$ cat src/rtl/speaker_src_arbiter.sv
// Round-robin, frame-sliced arbiter sharing the I2S speaker datapath between two sources.
// Optional build macro SPK_ARB_VOLUME_EN adds a per-sample arithmetic attenuation by vol.
module speaker_src_arbiter #(
   parameter int unsigned SLOT_FRAMES = 4096,
   parameter int unsigned GAP_FRAMES  = 2,
   parameter int unsigned CNT_W       = 12
) (
   input  logic        clk,
   input  logic        rst_n,
   input  logic        audio_ws,
   input  logic [1:0]  req,
   input  logic [15:0] src0_left,
   input  logic [15:0] src0_right,
   input  logic [15:0] src1_left,
   input  logic [15:0] src1_right,
   input  logic [2:0]  vol,
   output logic [1:0]  gnt,
   output logic        frame_tick,
   output logic        busy,
   output logic [15:0] audio_in_left,
   output logic [15:0] audio_in_right
);

   localparam logic [CNT_W-1:0] SlotLast = CNT_W'(SLOT_FRAMES - 1);
   localparam logic [CNT_W-1:0] GapLast  = CNT_W'(GAP_FRAMES - 1);

   typedef enum logic [1:0] {StIdle, StGrant, StGap} state_e;

   state_e           state_q, state_d;
   logic             ws_q;
   logic [CNT_W-1:0] frame_cnt_q, frame_cnt_d;
   logic [CNT_W-1:0] gap_cnt_q, gap_cnt_d;
   logic             last_q, last_d;
   logic [1:0]       gnt_q, gnt_d;
   logic [15:0]      left_q, left_d;
   logic [15:0]      right_q, right_d;

   logic             win;
   logic             pick;
   logic [15:0]      raw_left, raw_right;
   logic [15:0]      lat_left, lat_right;

   assign frame_tick = audio_ws & ~ws_q;

   // Tie goes to the source that did not win last; last_q is also the owner while granted.
   always_comb begin
      win = 1'b0;
      if (req == 2'b11) begin
         win = ~last_q;
      end else if (req[1]) begin
         win = 1'b1;
      end
   end

   assign pick      = (state_q == StIdle) ? win : last_q;
   assign raw_left  = pick ? src1_left  : src0_left;
   assign raw_right = pick ? src1_right : src0_right;

`ifdef SPK_ARB_VOLUME_EN
   assign lat_left  = $signed(raw_left)  >>> vol;
   assign lat_right = $signed(raw_right) >>> vol;
`else
   logic unused_vol;
   assign unused_vol = ^vol;
   assign lat_left   = raw_left;
   assign lat_right  = raw_right;
`endif

   always_comb begin
      state_d     = state_q;
      frame_cnt_d = frame_cnt_q;
      gap_cnt_d   = gap_cnt_q;
      last_d      = last_q;
      gnt_d       = gnt_q;
      left_d      = left_q;
      right_d     = right_q;

      if (frame_tick) begin
         unique case (state_q)
            StIdle: begin
               left_d  = '0;
               right_d = '0;
               gnt_d   = 2'b00;
               if (|req) begin
                  state_d     = StGrant;
                  last_d      = win;
                  gnt_d       = win ? 2'b10 : 2'b01;
                  frame_cnt_d = '0;
                  left_d      = lat_left;
                  right_d     = lat_right;
               end
            end
            StGrant: begin
               if (!req[last_q] || ((frame_cnt_q == SlotLast) && req[~last_q])) begin
                  state_d   = StGap;
                  gnt_d     = 2'b00;
                  left_d    = '0;
                  right_d   = '0;
                  gap_cnt_d = '0;
               end else begin
                  frame_cnt_d = (frame_cnt_q == SlotLast) ? '0 : frame_cnt_q + 1'b1;
                  left_d      = lat_left;
                  right_d     = lat_right;
               end
            end
            StGap: begin
               left_d  = '0;
               right_d = '0;
               gnt_d   = 2'b00;
               if (gap_cnt_q == GapLast) begin
                  state_d = StIdle;
               end else begin
                  gap_cnt_d = gap_cnt_q + 1'b1;
               end
            end
            default: begin
               state_d = StIdle;
               gnt_d   = 2'b00;
               left_d  = '0;
               right_d = '0;
            end
         endcase
      end
   end

   always_ff @(posedge clk) begin
      if (!rst_n) begin
         state_q     <= StIdle;
         ws_q        <= 1'b1;
         frame_cnt_q <= '0;
         gap_cnt_q   <= '0;
         last_q      <= 1'b1;
         gnt_q       <= 2'b00;
         left_q      <= '0;
         right_q     <= '0;
      end else begin
         state_q     <= state_d;
         ws_q        <= audio_ws;
         frame_cnt_q <= frame_cnt_d;
         gap_cnt_q   <= gap_cnt_d;
         last_q      <= last_d;
         gnt_q       <= gnt_d;
         left_q      <= left_d;
         right_q     <= right_d;
      end
   end

   assign gnt            = gnt_q;
   assign busy           = (state_q != StIdle);
   assign audio_in_left  = left_q;
   assign audio_in_right = right_q;

   gnt_onehot_a: assert property (@(posedge clk) $onehot0(gnt));

endmodule

$ cat config.mk
export PLATFORM = sky130hd
export DESIGN_NAME = speaker_src_arbiter
export DESIGN_NICKNAME = d
export VERILOG_FILES = /design/src/rtl/speaker_src_arbiter.sv
export SDC_FILE = /design/constraint.sdc
export NUM_CORES = 1
export LEC_CHECK = 0
export CAP_MARGIN = 20
export CORE_ASPECT_RATIO = 0.8
export CORE_MARGIN = 2
export CORE_UTILIZATION = 40
export CTS_CLUSTER_SIZE = 8
export DETAILED_ROUTE_END_ITERATION = 6
export GPL_TIMING_DRIVEN = 0
export PLACE_DENSITY = 0.83
export REMOVE_ABC_BUFFERS = 1
export SLEW_MARGIN = 20
export SYNTH_ARGS = -nofsm -noshare
export SYNTH_HDL_FRONTEND = slang
export SYNTH_SLANG_ARGS = --single-unit
export TNS_END_PERCENT = 100
$ cat constraint.sdc
create_clock -name clk -period 2.9 [get_ports clk]
set_clock_uncertainty 0.15 [all_clocks]
set_input_delay 0.435 -clock clk [delete_from_list [all_inputs] [get_ports clk]]
set_output_delay 0.435 -clock clk [all_outputs]
set_load 0.005 [all_outputs]
==> results of run 1 <==
==> placed cells by master, fill, tap and decap left out, drive strengths merged, types with 3 or more instances in the layout <==
cell type | synthesis | layout
clkdlybuf4s50 | 0 | 103
nand2 | 62 | 62
dfxtp | 62 | 62
o21ai | 47 | 47
mux2i | 36 | 36
and2 | 36 | 36
nor2 | 19 | 19
a31oi | 12 | 12
inv | 10 | 11
a21oi | 10 | 10
clkbuf | 15 | 10
buf | 12 | 8
nand4 | 7 | 7
nand3 | 7 | 7
nor3 | 6 | 6
and3 | 5 | 5
or4 | 5 | 5
nor4 | 4 | 4
o21a | 4 | 4
or3 | 4 | 4
nand2b | 4 | 4
a2bb2oi | 3 | 3
ha | 3 | 3
clkinvlp | 0 | 3
o41ai | 3 | 3
==> final cells by class <==
cell class / instances / area share, %
Tap cell: 108 / 2.92
Clock buffer: 10 / 2.97
Sequential cell: 62 / 26.8
Clock inverter: 6 / 1.51
Inverter: 10 / 0.810
Timing Repair Buffer: 111 / 24.9
Multi-Input combinational cell: 297 / 40.1
==> sequential cells by signal (all words and copies together), names as in the netlist <==
| signal | flops |
|---|---|
| audio_in_left | 16 |
| ws_q | 1 |
| frame_cnt_q | 12 |
| audio_in_right | 16 |
| gap_cnt_q | 12 |
| gnt | 2 |
| state_q | 2 |
| last_q | 1 |
==> routing by layer <==
layer  vias to the layer above  track usage, %  share of wire, %
met3                        13            6.21               6.8
met5                         -               0                 0
met4                         0            7.86               1.7
met2                       115            37.9                50
met1                      1551            24.2                42
li1                       1595               -                 -
==> what timing repair did <==
action | in CTS | in global routing
setup endpoints to repair | 0 | 34
setup buffers | 0 | 1
hold buffers | 0 | 0
resized for setup | 0 | 1
==> worst paths after layout <==
check	depth (start not counted)	slack, ns	to	start
max	7	0.26	audio_in_left[2]$_SDFFE_PN0P_	req[0]
max reg2reg	6	0.43	audio_in_left[2]$_SDFFE_PN0P_	state_q[0]$_SDFFE_PN0P_
min reg2reg	2	0.32	gnt[1]$_SDFFE_PN0P_	gnt[1]$_SDFFE_PN0P_
min	2	0.32	gnt[1]$_SDFFE_PN0P_	gnt[1]$_SDFFE_PN0P_
==> cells by family after synthesis <==
kind of cell,Yosys count,share of synthesized area (%)
AND/OR/NAND/NOR,163,25.0
AO/OA/AOI/OAI,95,18.8
flip-flops,62,38.4
buffers and inverters,37,5.49
multiplexers,36,11.1
adder cells (fa/ha/maj),3,1.16
==> per-stage QoR <==
| step | setup TNS (ns) | area, um^2 | utilization, % |
|---|---|---|---|
| 3_3_place_gp | -110.37 | 4270 | 54.3 |
| 3_5_place_dp | -2.26 | 4410 | 56.0 |
| 2_1_floorplan | -45.44 | 3100 | - |
| 4_1_cts | 0 | 4620 | 58.6 |
| 6_report | 0 | 4630 | 58.8 |
| 5_1_grt | 0 | 4630 | 58.8 |
==> power groups by stage <==
stage / registers, uW / clock network (uW) / logic (uW)
floorplan: 899 / 0 / 126
global placement: 898 / 0 / 291
detailed placement: 899 / 0 / 310
CTS: 879 / 806 / 311
global route: 881 / 832 / 334
finish: 879 / 788 / 312
==> worst max-delay path, delay by kind of cell <==
family / cells / cell delay, ns
multiplexers: 1 / 0.26
AO/OA/AOI/OAI: 2 / 0.84
AND/OR/NAND/NOR: 2 / 0.33
buffers and inverters: 2 / 0.88
==> reports/qor.csv, run 1 <==
metric,value,unit
Pwr Density,427,nW/um^2
peak supply drop,0.237,mV
global-route wire length before repair,15.1,mm
share of the synthesized area in the top cell type,38.4,%
"Async S/R FF share, synth",0,%
total global-route track usage,21.3,%
CTS Buf Count,9,
First-pass DRT Iterations,4,
# clock sinks,62,
DR vias,3274,
Net Sw Frac,25.4,%
CP Data Required Time,3.00,ns
drt wl/cell,15.5,um
worst rel slew slack,44.2,%
area of the multi-input gates,1860,um^2
run status,"finished, final reports clean",
leakage power,0.00177,uW
HP Class,reg -> reg,
fin cells,604,
crit-path max FO,18,
gpl congestion,0.805,
sequential share of power,44.4,%
total congestion overflow,0,
top_reg_cell synth,dfxtp_1,
RSZ-0062 raised after global routing,false,
Die W,105,um
Placeable Area,7870,um^2
DRC Markers,0,
WP data arrival,2.74,ns
Die H,84.4,um
Sequential Area,1240,um^2
DP Wirelength,6.87,mm
diode count,0,
initial detailed-routing violation count,173,
IO Count,108,
Crit. End Element,flip-flop,
largest net degree at the start of global routing,37,
Die ar.,8830,um^2
register area share after synthesis,38.4,%
most instantiated cells after synthesis,"dfxtp_1 (62), nand2_1 (62), o21ai_0 (47), and2_1 (36), mux2i_1 (36)",
fmax,378,MHz
CTS max path bufs,2,
"slowest stage delay, CP",0.74,ns
CTS root buf,clkbuf_8,
Vias/cell,5.42,
initial antenna violation count,0,
"Area growth, synth to finish",43.2,%
pre-CTS worst setup slack,-0.179,ns
Post-synth EDFFs,0,
Mean Syn Cell Area,8.17,um^2
Synth Warn #,0,
Post-Synthesis Cell Area,3240,um^2
Filler cells,662,
clock latency at the later pin of the worst-skew pair,0.35,ns
final clock period utilization by the worst path,91.1,%
worst setup path class,in -> reg,
Post-layout nets,566,
"top cells by area, synth","dfxtp_1 (38%), mux2i_1 (11%), o21ai_0 (7.3%)",
combinational share of power,15.7,%
worst path cell trace,clkdlybuf4s50_1 > nand2_1 > a31oi_4 > buf_16 > mux2i_1 > o21ai_0 > and2_1,
clock network power share,39.8,%
Antenna Nets Post-Route,0,
drt total wl,9.35,mm
CTS tree,built,
Hold Slack,0.321,ns
H-tree levels,3,
switching pwr,502,uW
Final setup viols,0,
slowest CP cell,a31oi_4,
Seq cells post-synth,62,
MaxCap Viol Count,0,
Final WS setup,0.258,ns
Cells after DPL,587,
minimum clock period,2.64,ns
Tot Pwr,1980,uW
initial cell density of the core,41.1,%
Port Buffers,104,
Max Slew Vio Count,0,
Synth Instances,396,
Clock transition at path regs,0.07,ns
share of cells above drive strength 1,6.65,%
post-synth cell types,44,
Least-Margin Pin Slew,0.837,ns
"area leader, netlist",dfxtp_1,
vias in the first global route,3178,
cell internal pwr,1480,uW
Fin. Hold Viols,0,
Worst setup SP type,input pin,
num rows,29,
No activity file was read; power rests on OpenSTA's default activity.
==> run 2: changes to the inputs <==
Settings changed: CTS_CLUSTER_SIZE 8 to 20.
==> results of run 2 <==
Same layout as run 1: the final DEF is identical, and so are final timing and power.
==> run 3: changes to the inputs <==
Settings changed: SLEW_MARGIN 20 to not set.
==> reports/qor.csv, run 3 (synthesis gave the netlist of run 1 again) <==
metric,value,unit,change
final clock period utilization by the worst path,93.9,%,+2.8 points
clock latency at the later pin of the worst-skew pair,0.34,ns,about the same
H-tree levels,3,,unchanged
Least-Margin Pin Slew,0.821,ns,-0.0158 ns
worst rel slew slack,45.3,%,+1.1 points
Die H,84.4,um,unchanged
fin cells,602,,-0.33%
Clock transition at path regs,0.07,ns,about the same
"Area growth, synth to finish",41.6,%,
Filler cells,680,,+2.7%
CTS max path bufs,2,,unchanged
HP Class,reg -> reg,,
initial detailed-routing violation count,170,,-1.7%
vias in the first global route,3021,,-4.9%
First-pass DRT Iterations,4,,unchanged
"commonest non-fill, non-tap cell in the layout",clkdlybuf4s50_1,,
total congestion overflow,0,,unchanged
CTS root buf,clkbuf_8,,
total placed instance area,4360,um^2,-1.2%
minimum clock period,2.72,ns,+0.0798 ns
R2R cell count,8,,+2
DP Wirelength,6.54,mm,-4.8%
total global-route track usage,20.3,%,-0.98 points
Final setup viols,0,,unchanged
CTS resizes,0,,unchanged
post-route cell area,4580,um^2,-1.1%
largest net degree at the start of global routing,57,,+54%
leakage power,0.00176,uW,-0.40%
share of cells above drive strength 1,6.07,%,-0.58 points
CTS Buf Count,9,,unchanged
fmax,367,MHz,-2.9%
Worst setup SP type,flip-flop,,
peak supply drop,0.209,mV,-12%
CP Data Required Time,2.99,ns,about the same
slowest CP cell,o41ai_4,,
CTS tree,built,,
Die W,105,um,unchanged
DR vias,3235,,-1.2%
diode count,0,,unchanged
Vias/cell,5.37,,-0.86%
Antenna Nets Post-Route,0,,unchanged
drt wl/cell,15.1,um,-2.4%
worst path cell trace,ha_1 > nand4_1 > or2_1 > o41ai_4 > buf_6 > buf_6 > nor2_1 > o221a_2,,
drt total wl,9.09,mm,-2.7%
Cells after DPL,586,,-0.17%
worst setup path class,reg -> reg,,
Setup Buffers After CTS,0,,unchanged
Pwr Density,437,nW/um^2,+2.4%
global-route wire length before repair,14.5,mm,-4.3%
Crit. End Element,flip-flop,,
most frequent cells in the layout,"clkdlybuf4s50_1 (103), nand2_1 (62), dfxtp_1 (62)",,
gpl congestion,0.805,,unchanged
Worst Hold Depth,2,,unchanged
initial antenna violation count,0,,unchanged
DRC Markers,0,,unchanged
Die ar.,8830,um^2,unchanged
Post-layout nets,564,,-0.35%
crit-path max FO,16,,-2
Placeable Area,7870,um^2,unchanged
# clock sinks,62,,unchanged
WP data arrival,2.81,ns,+0.07 ns
Max Slew Vio Count,0,,unchanged
num rows,29,,unchanged
RSZ-0062 raised after global routing,false,,
Port Buffers,104,,unchanged
IO Count,108,,unchanged
initial cell density of the core,41.1,%,unchanged
Hold Buf Count CTS,0,,unchanged
MaxCap Viol Count,0,,unchanged
Fin. Hold Viols,0,,unchanged
run status,"finished, final reports clean",,
CP dominant cell by count,buf_6,,
"slowest stage delay, CP",0.59,ns,-0.15 ns
==> run 3: cell count changes in the layout (fill, tap and decap cells not counted), sizes merged <==
cell / previous run / this run
buf: 8 / 6
bufinv: 1 / 2
clkinv: 1 / 3
clkinvlp: 3 / 1
inv: 11 / 10
==> run 3: where the power goes <==
group	internal [uW]	switching (uW)	total, uW
Combinational	176	121	298
Sequential	868	11.1	880
Clock	482	345	827
Total	1530	477	2000
==> run 3: layout make-up <==
type,instances,area [um^2],share of cell area (%)
clock buffer,10,128,2.79
inverter,10,37.5,0.819
timing repair buffer,109,1100,24.0
sequential,62,1240,27.1
clock inverter,6,86.3,1.88
multi-input combinational,297,1860,40.5
tap,108,135,2.95
==> run 3: through the flow <==
| stage | setup TNS, ns | power, uW | utilization [%] | worst slack [ns] | hold WS (ns) |
|---|---|---|---|---|---|
| after floorplan | -45.44 | 1020 | - | -1.16 | 0.281 |
| final | 0 | 2000 | 58.2 | 0.178 | 0.310 |
| after global placement | -110.37 | 1190 | 54.3 | -2.48 | 0.307 |
| after detailed placement | -3.25 | 1200 | 55.3 | -0.235 | 0.305 |
| after CTS | 0 | 2010 | 58.0 | 0.0436 | 0.318 |
| after global routing | 0 | 2080 | 58.2 | 0.0106 | 0.349 |
==> run 3: critical path, delay by kind of cell, from the launching register on <==
| family | cells | cell delay [ns] |
|---|---|---|
| flip-flops | 1 | 0.38 |
| adder cells (fa/ha/maj) | 1 | 0.25 |
| AND/OR/NAND/NOR | 3 | 0.55 |
| buffers and inverters | 2 | 0.43 |
| AO/OA/AOI/OAI | 2 | 0.85 |
==> run 3: layer usage <==
metal / vias to the layer above / track usage, % / share of wire (%)
met1: 1506 / 24.0 / 42
met5: - / 0 / 0
li1: 1592 / - / -
met3: 9 / 7.69 / 7.7
met2: 128 / 34.9 / 49
met4: 0 / 4.79 / 1.1
==> run 3: worst paths after layout <==
| kind | startpoint | to | slack, ns |
|---|---|---|---|
| min | gnt[1]$_SDFFE_PN0P_ | gnt[1]$_SDFFE_PN0P_ | 0.31 |
| max | frame_cnt_q[0]$_SDFFE_PN0P_ | frame_cnt_q[11]$_SDFFE_PN0P_ | 0.18 |
| max reg2reg | frame_cnt_q[0]$_SDFFE_PN0P_ | frame_cnt_q[11]$_SDFFE_PN0P_ | 0.18 |
| min reg2reg | gnt[1]$_SDFFE_PN0P_ | gnt[1]$_SDFFE_PN0P_ | 0.31 |
